File: src/rtl/decode_ctrl_pipe.sv
// decode_ctrl_pipe
//   Single-stage RV32I decoder with a valid/ready output register and an
//   illegal-instruction trap handshake.
//
//   An accepted legal instruction produces its control word one cycle later.
//   That word is held until out_ready. An accepted illegal instruction loads
//   nothing. Instead it raises trap_req, enters TRAP, and bumps the saturating
//   illegal_cnt. TRAP blocks input until trap_ack. flush drops the held word
//   and any pending trap, and has priority over accept and trap_ack.
//
//   Ports
//     clk, rst_n                clock, async active-low reset
//     in_valid/in_ready, instr  instruction input handshake
//     flush                     discard held word and pending trap
//     out_valid/out_ready       control word output handshake
//     reg_write, mem_write, jump, branch, alu_src, result_src, imm_src,
//     alu_control, branch_cond  registered control word
//     trap_req/trap_ack         illegal-instruction trap handshake
//     illegal_cnt               saturating count of accepted illegal words
//
//   Build option: define DECODE_MULDIV_EN to decode the M-extension ops
//   (funct7 0000001) as alu_control 16..23. Without it they are illegal.
module decode_ctrl_pipe #(
  parameter int ALU_OP_W = 5,
  parameter int CNT_W    = 8
) (
  input  logic                clk,
  input  logic                rst_n,
  input  logic                in_valid,
  output logic                in_ready,
  input  logic [31:0]         instr,
  input  logic                flush,
  output logic                out_valid,
  input  logic                out_ready,
  output logic                reg_write,
  output logic                mem_write,
  output logic                jump,
  output logic                branch,
  output logic                alu_src,
  output logic [1:0]          result_src,
  output logic [2:0]          imm_src,
  output logic [ALU_OP_W-1:0] alu_control,
  output logic [2:0]          branch_cond,
  output logic                trap_req,
  input  logic                trap_ack,
  output logic [CNT_W-1:0]    illegal_cnt
);

  localparam logic [ALU_OP_W-1:0] ALU_ADD  = ALU_OP_W'(0);
  localparam logic [ALU_OP_W-1:0] ALU_SUB  = ALU_OP_W'(1);
  localparam logic [ALU_OP_W-1:0] ALU_AND  = ALU_OP_W'(2);
  localparam logic [ALU_OP_W-1:0] ALU_OR   = ALU_OP_W'(3);
  localparam logic [ALU_OP_W-1:0] ALU_SLL  = ALU_OP_W'(4);
  localparam logic [ALU_OP_W-1:0] ALU_SRL  = ALU_OP_W'(5);
  localparam logic [ALU_OP_W-1:0] ALU_XOR  = ALU_OP_W'(6);
  localparam logic [ALU_OP_W-1:0] ALU_SRA  = ALU_OP_W'(7);
  localparam logic [ALU_OP_W-1:0] ALU_SLT  = ALU_OP_W'(8);
  localparam logic [ALU_OP_W-1:0] ALU_SLTU = ALU_OP_W'(9);

  typedef enum logic {RUN = 1'b0, TRAP = 1'b1} state_e;

  typedef struct packed {
    logic                reg_write;
    logic                mem_write;
    logic                jump;
    logic                branch;
    logic                alu_src;
    logic [1:0]          result_src;
    logic [2:0]          imm_src;
    logic [ALU_OP_W-1:0] alu_control;
    logic [2:0]          branch_cond;
  } ctrl_t;

  state_e           state_q;
  logic             out_valid_q, trap_q;
  logic [CNT_W-1:0] cnt_q, cnt_d;
  ctrl_t            ctrl_q, dec;
  logic             legal, accept;

  logic [6:0] opcode, funct7;
  logic [2:0] funct3;
  assign opcode = instr[6:0];
  assign funct3 = instr[14:12];
  assign funct7 = instr[31:25];

  // Register and immediate-low fields are not needed for control decode.
  logic unused_fields;
  assign unused_fields = ^{instr[24:15], instr[11:7]};

  // funct3 to ALU op for the base register/immediate ALU group
  function automatic logic [ALU_OP_W-1:0] alu_of(input logic [2:0] f3);
    case (f3)
      3'b000:  alu_of = ALU_ADD;
      3'b001:  alu_of = ALU_SLL;
      3'b010:  alu_of = ALU_SLT;
      3'b011:  alu_of = ALU_SLTU;
      3'b100:  alu_of = ALU_XOR;
      3'b101:  alu_of = ALU_SRL;
      3'b110:  alu_of = ALU_OR;
      default: alu_of = ALU_AND;
    endcase
  endfunction

  always_comb begin
    dec   = '0;
    legal = 1'b0;
    case (opcode)
      7'b0110011: begin                        // R-type
        dec.reg_write = 1'b1;
        case (funct7)
          7'b0000000: begin
            legal           = 1'b1;
            dec.alu_control = alu_of(funct3);
          end
          7'b0100000: begin                    // only SUB and SRA use the alt encoding
            legal           = (funct3 == 3'b000) || (funct3 == 3'b101);
            dec.alu_control = (funct3 == 3'b000) ? ALU_SUB : ALU_SRA;
          end
`ifdef DECODE_MULDIV_EN
          7'b0000001: begin
            legal           = 1'b1;
            dec.alu_control = ALU_OP_W'({2'b10, funct3});
          end
`endif
          default: legal = 1'b0;
        endcase
      end
      7'b0010011: begin                        // I-type ALU
        dec.reg_write   = 1'b1;
        dec.alu_src     = 1'b1;
        dec.alu_control = alu_of(funct3);
        legal           = 1'b1;
        if (funct3 == 3'b001) legal = (funct7 == 7'b0000000);
        if (funct3 == 3'b101) begin
          legal = (funct7 == 7'b0000000) || (funct7 == 7'b0100000);
          if (funct7 == 7'b0100000) dec.alu_control = ALU_SRA;
        end
      end
      7'b0000011: begin                        // LW
        legal          = (funct3 == 3'b010);
        dec.reg_write  = 1'b1;
        dec.alu_src    = 1'b1;
        dec.result_src = 2'd1;
      end
      7'b0100011: begin                        // SW
        legal         = (funct3 == 3'b010);
        dec.mem_write = 1'b1;
        dec.alu_src   = 1'b1;
        dec.imm_src   = 3'd1;
      end
      7'b1100011: begin                        // branches compare via SUB/SLT/SLTU
        legal           = (funct3[2:1] != 2'b01);
        dec.branch      = 1'b1;
        dec.imm_src     = 3'd2;
        dec.branch_cond = funct3;
        dec.alu_control = !funct3[2] ? ALU_SUB : (!funct3[1] ? ALU_SLT : ALU_SLTU);
      end
      7'b0110111: begin                        // LUI
        legal         = 1'b1;
        dec.reg_write = 1'b1;
        dec.alu_src   = 1'b1;
        dec.imm_src   = 3'd3;
      end
      7'b0010111: begin                        // AUIPC: result taken from the PC adder
        legal          = 1'b1;
        dec.reg_write  = 1'b1;
        dec.alu_src    = 1'b1;
        dec.imm_src    = 3'd3;
        dec.result_src = 2'd2;
      end
      7'b1101111: begin                        // JAL
        legal          = 1'b1;
        dec.reg_write  = 1'b1;
        dec.jump       = 1'b1;
        dec.result_src = 2'd2;
        dec.imm_src    = 3'd4;
      end
      7'b1100111: begin                        // JALR
        legal          = (funct3 == 3'b000);
        dec.reg_write  = 1'b1;
        dec.jump       = 1'b1;
        dec.alu_src    = 1'b1;
        dec.result_src = 2'd2;
      end
      default: legal = 1'b0;
    endcase
  end

  assign in_ready = (state_q == RUN) && (!out_valid_q || out_ready) && !flush;
  assign accept   = in_valid && in_ready;
  assign cnt_d    = (cnt_q == '1) ? cnt_q : cnt_q + CNT_W'(1);

  always_ff @(posedge clk or negedge rst_n) begin
    if (!rst_n) begin
      state_q     <= RUN;
      out_valid_q <= 1'b0;
      trap_q      <= 1'b0;
      cnt_q       <= '0;
      ctrl_q      <= '0;
    end else if (flush) begin
      state_q     <= RUN;
      out_valid_q <= 1'b0;
      trap_q      <= 1'b0;
    end else begin
      if (out_valid_q && out_ready) out_valid_q <= 1'b0;
      if (state_q == TRAP && trap_ack) begin
        state_q <= RUN;
        trap_q  <= 1'b0;
      end
      // accept implies RUN, so it never collides with the trap_ack branch
      if (accept) begin
        if (legal) begin
          out_valid_q <= 1'b1;
          ctrl_q      <= dec;
        end else begin
          state_q <= TRAP;
          trap_q  <= 1'b1;
          cnt_q   <= cnt_d;
        end
      end
    end
  end

  assign out_valid   = out_valid_q;
  assign trap_req    = trap_q;
  assign illegal_cnt = cnt_q;
  assign reg_write   = ctrl_q.reg_write;
  assign mem_write   = ctrl_q.mem_write;
  assign jump        = ctrl_q.jump;
  assign branch      = ctrl_q.branch;
  assign alu_src     = ctrl_q.alu_src;
  assign result_src  = ctrl_q.result_src;
  assign imm_src     = ctrl_q.imm_src;
  assign alu_control = ctrl_q.alu_control;
  assign branch_cond = ctrl_q.branch_cond;

endmodule

File: config.mk
export PLATFORM = sky130hd
export DESIGN_NAME = decode_ctrl_pipe
export DESIGN_NICKNAME = d
export VERILOG_FILES = /design/src/rtl/decode_ctrl_pipe.sv
export SDC_FILE = /design/constraint.sdc
export NUM_CORES = 1
export LEC_CHECK = 0
export BUFFER_PORTS_ARGS = -buffer_cell sky130_fd_sc_hd__buf_2
export CAP_MARGIN = 10
export CORE_MARGIN = 3
export CORE_UTILIZATION = 45
export DETAILED_ROUTE_END_ITERATION = 6
export PLACE_DENSITY = 0.76
export SYNTH_ARGS = -nofsm -noshare
export SYNTH_HDL_FRONTEND = slang
export SYNTH_SLANG_ARGS = --single-unit
File: constraint.sdc
create_clock -name clk -period 2.45 [get_ports clk]
set_input_delay 0.3675 -clock clk [delete_from_list [all_inputs] [get_ports clk]]
set_output_delay 0.3675 -clock clk [all_outputs]
set_load 0.005 [all_outputs]
==> results.json <==
{
  "cpPeakStageDelay_ns": 0.41,
  "clkTransAtPathRegs_ns": 0.14,
  "reg2reg_depth": 5,
  "routedWlPerCell_um": 12.8,
  "synthCells": 166,
  "async_flop_share_pct": 100,
  "cp_slowest_cell": "dfrtp_1",
  "slew_headroom_pct": 59.2,
  "yosysWarnings": 0,
  "boundaryPins": 67,
  "grt_usage_pct": 17.3,
  "netlist_area_um2": 1560,
  "synth_area_per_cell_um2": 9.38,
  "synth_edf_count": 0,
  "path_cells": "nor2b_1 -> nor4b_1 -> o21ai_0 -> nor4_4 -> mux2_1",
  "initial_core_util_pct": 49.0,
  "max-vdd-ir-drop_uv": 158,
  "reg2reg_to": "illegal_cnt[1]$_DFFE_PN0P_",
  "grt_first_pass_wirelength_mm": 5.87,
  "grt_max_degree": 29,
  "fin_nets": 258,
  "dpl.hpwl_mm": 2.69,
  "tns_ns": 0,
  "synth.distinct_cells": 47,
  "rows": 20,
  "timing.final.crit_share_pct": 83.0,
  "place_congestion": 0.848,
  "cts_tree": "built",
  "finalSetupViolations": 0,
  "dieArea_um2": 4200,
  "worst_slew_pin_slew_ns": 0.611,
  "syn_to_final_growth_pct": 21.1,
  "required_ns": 2.67,
  "num_vias": 1394,
  "wl_mm": 3.35,
  "synth_top_area_share_pct": 45.0,
  "ys_top_cells_by_area": "dfrtp_1 45%, nand2_1 8.0%, o21ai_1 3.5%, xnor2_1 3.4%, nor4_4 2.7%",
  "drive_above_1_share_pct": 30.9,
  "finalHoldViolations": 0,
  "cp_max_fo": 8,
  "syn-num-nets": 205,
  "crit-reg2reg-launch": "out_valid$_DFF_PN0_",
  "path_class": "reg2reg",
  "synth_top_area_cell": "dfrtp_1",
  "worstPathArrival_ns": 2.25,
  "cts_setup_buffers": 0,
  "cts-root-buf": "clkbuf_4",
  "clock_path_buffers": 2,
  "ctsHtreeMaxLevel": 1,
  "outcome": "finished clean",
  "maxSlewViolCount": 0,
  "clkLatencyLatePin_ns": 0.31,
  "p_total_mw": 0.960,
  "core_um2": 3180,
  "start_kind": "register",
  "cts_sinks": 28,
  "nFillCells": 291,
  "critPathCaptureType": "register",
  "ys.flop_type": "dfrtp_1",
  "drtPass1Iterations": 4,
  "finClkSkew_ns": 0.00329,
  "r2r_slack_ns": 0.42,
  "port-buffer-count": 50,
  "rsz0062_at_grt": "false",
  "n_antenna_cell": 0,
  "hold_class": "in2async",
  "drt_iter0_drc": 58,
  "grt_overflow": 0,
  "holdBufCountCts": 0,
  "antenna_found_initial": 0,
  "power_density_nw_per_um2": 509,
  "ys_seq_area_share_pct": 45.0,
  "p_leak_nw": 0.896,
  "fmax_ghz": 0.492,
  "viasPerCell": 5.34,
  "die_y_um": 64.8,
  "ant_nets": 0,
  "fin_crit_ns": 2.03,
  "ys_seq_elements": 28,
  "drc": 0,
  "cts_buffers": 3,
  "die_w_um": 64.8,
  "cts-resized-gates": 0,
  "maxCapViolations": 0,
  "grt_pass1_vias": 1361
}
layer usage:
layer,vias up,routed length [um],track usage [%]
li1,691,-,-
met1,661,1500,21.8
met2,40,1640,30.7
met3,2,165,1.56
met4,0,36,6.60
met5,-,0,0
flip-flops by register name (all words and copies together), names as in the netlist:
name / flops
alu_src: 1
alu_control: 4
branch: 1
branch_cond: 3
reg_write: 1
state_q: 1
trap_req: 1
result_src: 2
imm_src: 3
jump: 1
illegal_cnt: 8
mem_write: 1
out_valid: 1
synth_stat cells, types with 3 or more instances:
| master | number |
|---|---|
| nand3_1 | 4 |
| nand2_1 | 33 |
| o21ai_1 | 11 |
| o31ai_1 | 3 |
| mux2_1 | 3 |
| nor2b_1 | 3 |
| nand4_1 | 4 |
| dfrtp_1 | 28 |
| a21oi_1 | 6 |
| nor3_1 | 5 |
| nor2_1 | 8 |
| inv_1 | 4 |
| buf_2 | 3 |
| xnor2_1 | 6 |
| nand2b_1 | 3 |
how the worst max path moves through the flow:
stage                   startpoint                         end  slack, ns  cells past startpoint
2_1_floorplan  out_valid$_DFF_PN0_  illegal_cnt[1]$_DFFE_PN0P_       0.47                      5
3_3_place_gp             instr[26]  alu_control[2]$_DFFE_PN0P_       0.25                      7
5_1_grt        out_valid$_DFF_PN0_  illegal_cnt[1]$_DFFE_PN0P_       0.23                      5
4_1_cts        out_valid$_DFF_PN0_  illegal_cnt[1]$_DFFE_PN0P_       0.37                      5
6_report       out_valid$_DFF_PN0_  illegal_cnt[1]$_DFFE_PN0P_       0.42                      5
3_5_place_dp             instr[26]  alu_control[2]$_DFFE_PN0P_       0.24                      7
critical path, delay by kind of cell, from the launching register on:
kind	cells	cell delay, ns
AO/OA/AOI/OAI	1	0.25
flip-flops	1	0.41
multiplexers	1	0.36
AND/OR/NAND/NOR	3	0.91
placed cells by master (no fill, tap or decap), types with 3 or more instances in the layout:
master	count
dfrtp_1	28
nand2_1	33
buf_4	4
mux2_1	3
a21oi_1	6
nor3_1	5
clkbuf_4	3
o31ai_1	3
nand4_1	4
nand3_1	4
xnor2_1	6
inv_1	4
nor2_1	8
nand2b_1	3
o21ai_1	11
nor2b_1	3
buf_2	50
logic make-up (layout without fill, tap and decap cells):
| family | count (synthesis) | count (layout) | synth area share [%] |
|---|---|---|---|
| AND/OR/NAND/NOR | 80 | 80 | 29.6 |
| AO/OA/AOI/OAI | 34 | 34 | 14.1 |
| flip-flops | 28 | 28 | 45.0 |
| buffers and inverters | 11 | 62 | 3.61 |
| XOR/XNOR | 8 | 8 | 4.50 |
| multiplexers | 3 | 3 | 2.17 |
| adder cells (fa/ha/maj) | 1 | 1 | 0.803 |
| other | 1 | 1 | 0.241 |
where the power goes:
group / leakage [nW] / internal [mW] / total (mW) / switching [mW]
Combinational: 0.502 / 0.105 / 0.212 / 0.108
Sequential: 0.380 / 0.510 / 0.566 / 0.0560
Clock: 0.0138 / 0.0574 / 0.182 / 0.124
metrics by stage:
step / cells / util [%] / instance area (um^2) / hold WS [ns] / worst slack [ns]
floorplan: 166 / - / 1560 / 0.0719 / 0.467
global placement: 258 / 58.7 / 1860 / 0.417 / 0.250
detailed placement: 258 / 58.7 / 1860 / 0.422 / 0.240
CTS: 261 / 59.4 / 1890 / 0.0642 / 0.372
global route: 261 / 59.4 / 1890 / 0.0785 / 0.235
finish: 261 / 59.4 / 1890 / 0.0424 / 0.416
cell type report:
cell class	count	area, um^2	area share (%)
Tap cell	44	55.1	2.92
Inverter	5	18.8	0.995
Multi-Input combinational cell	127	810	42.9
Clock buffer	3	22.5	1.19
Timing Repair Buffer	54	280	14.9
Sequential cell	28	701	37.1
Power figures use the tool's default switching activity.
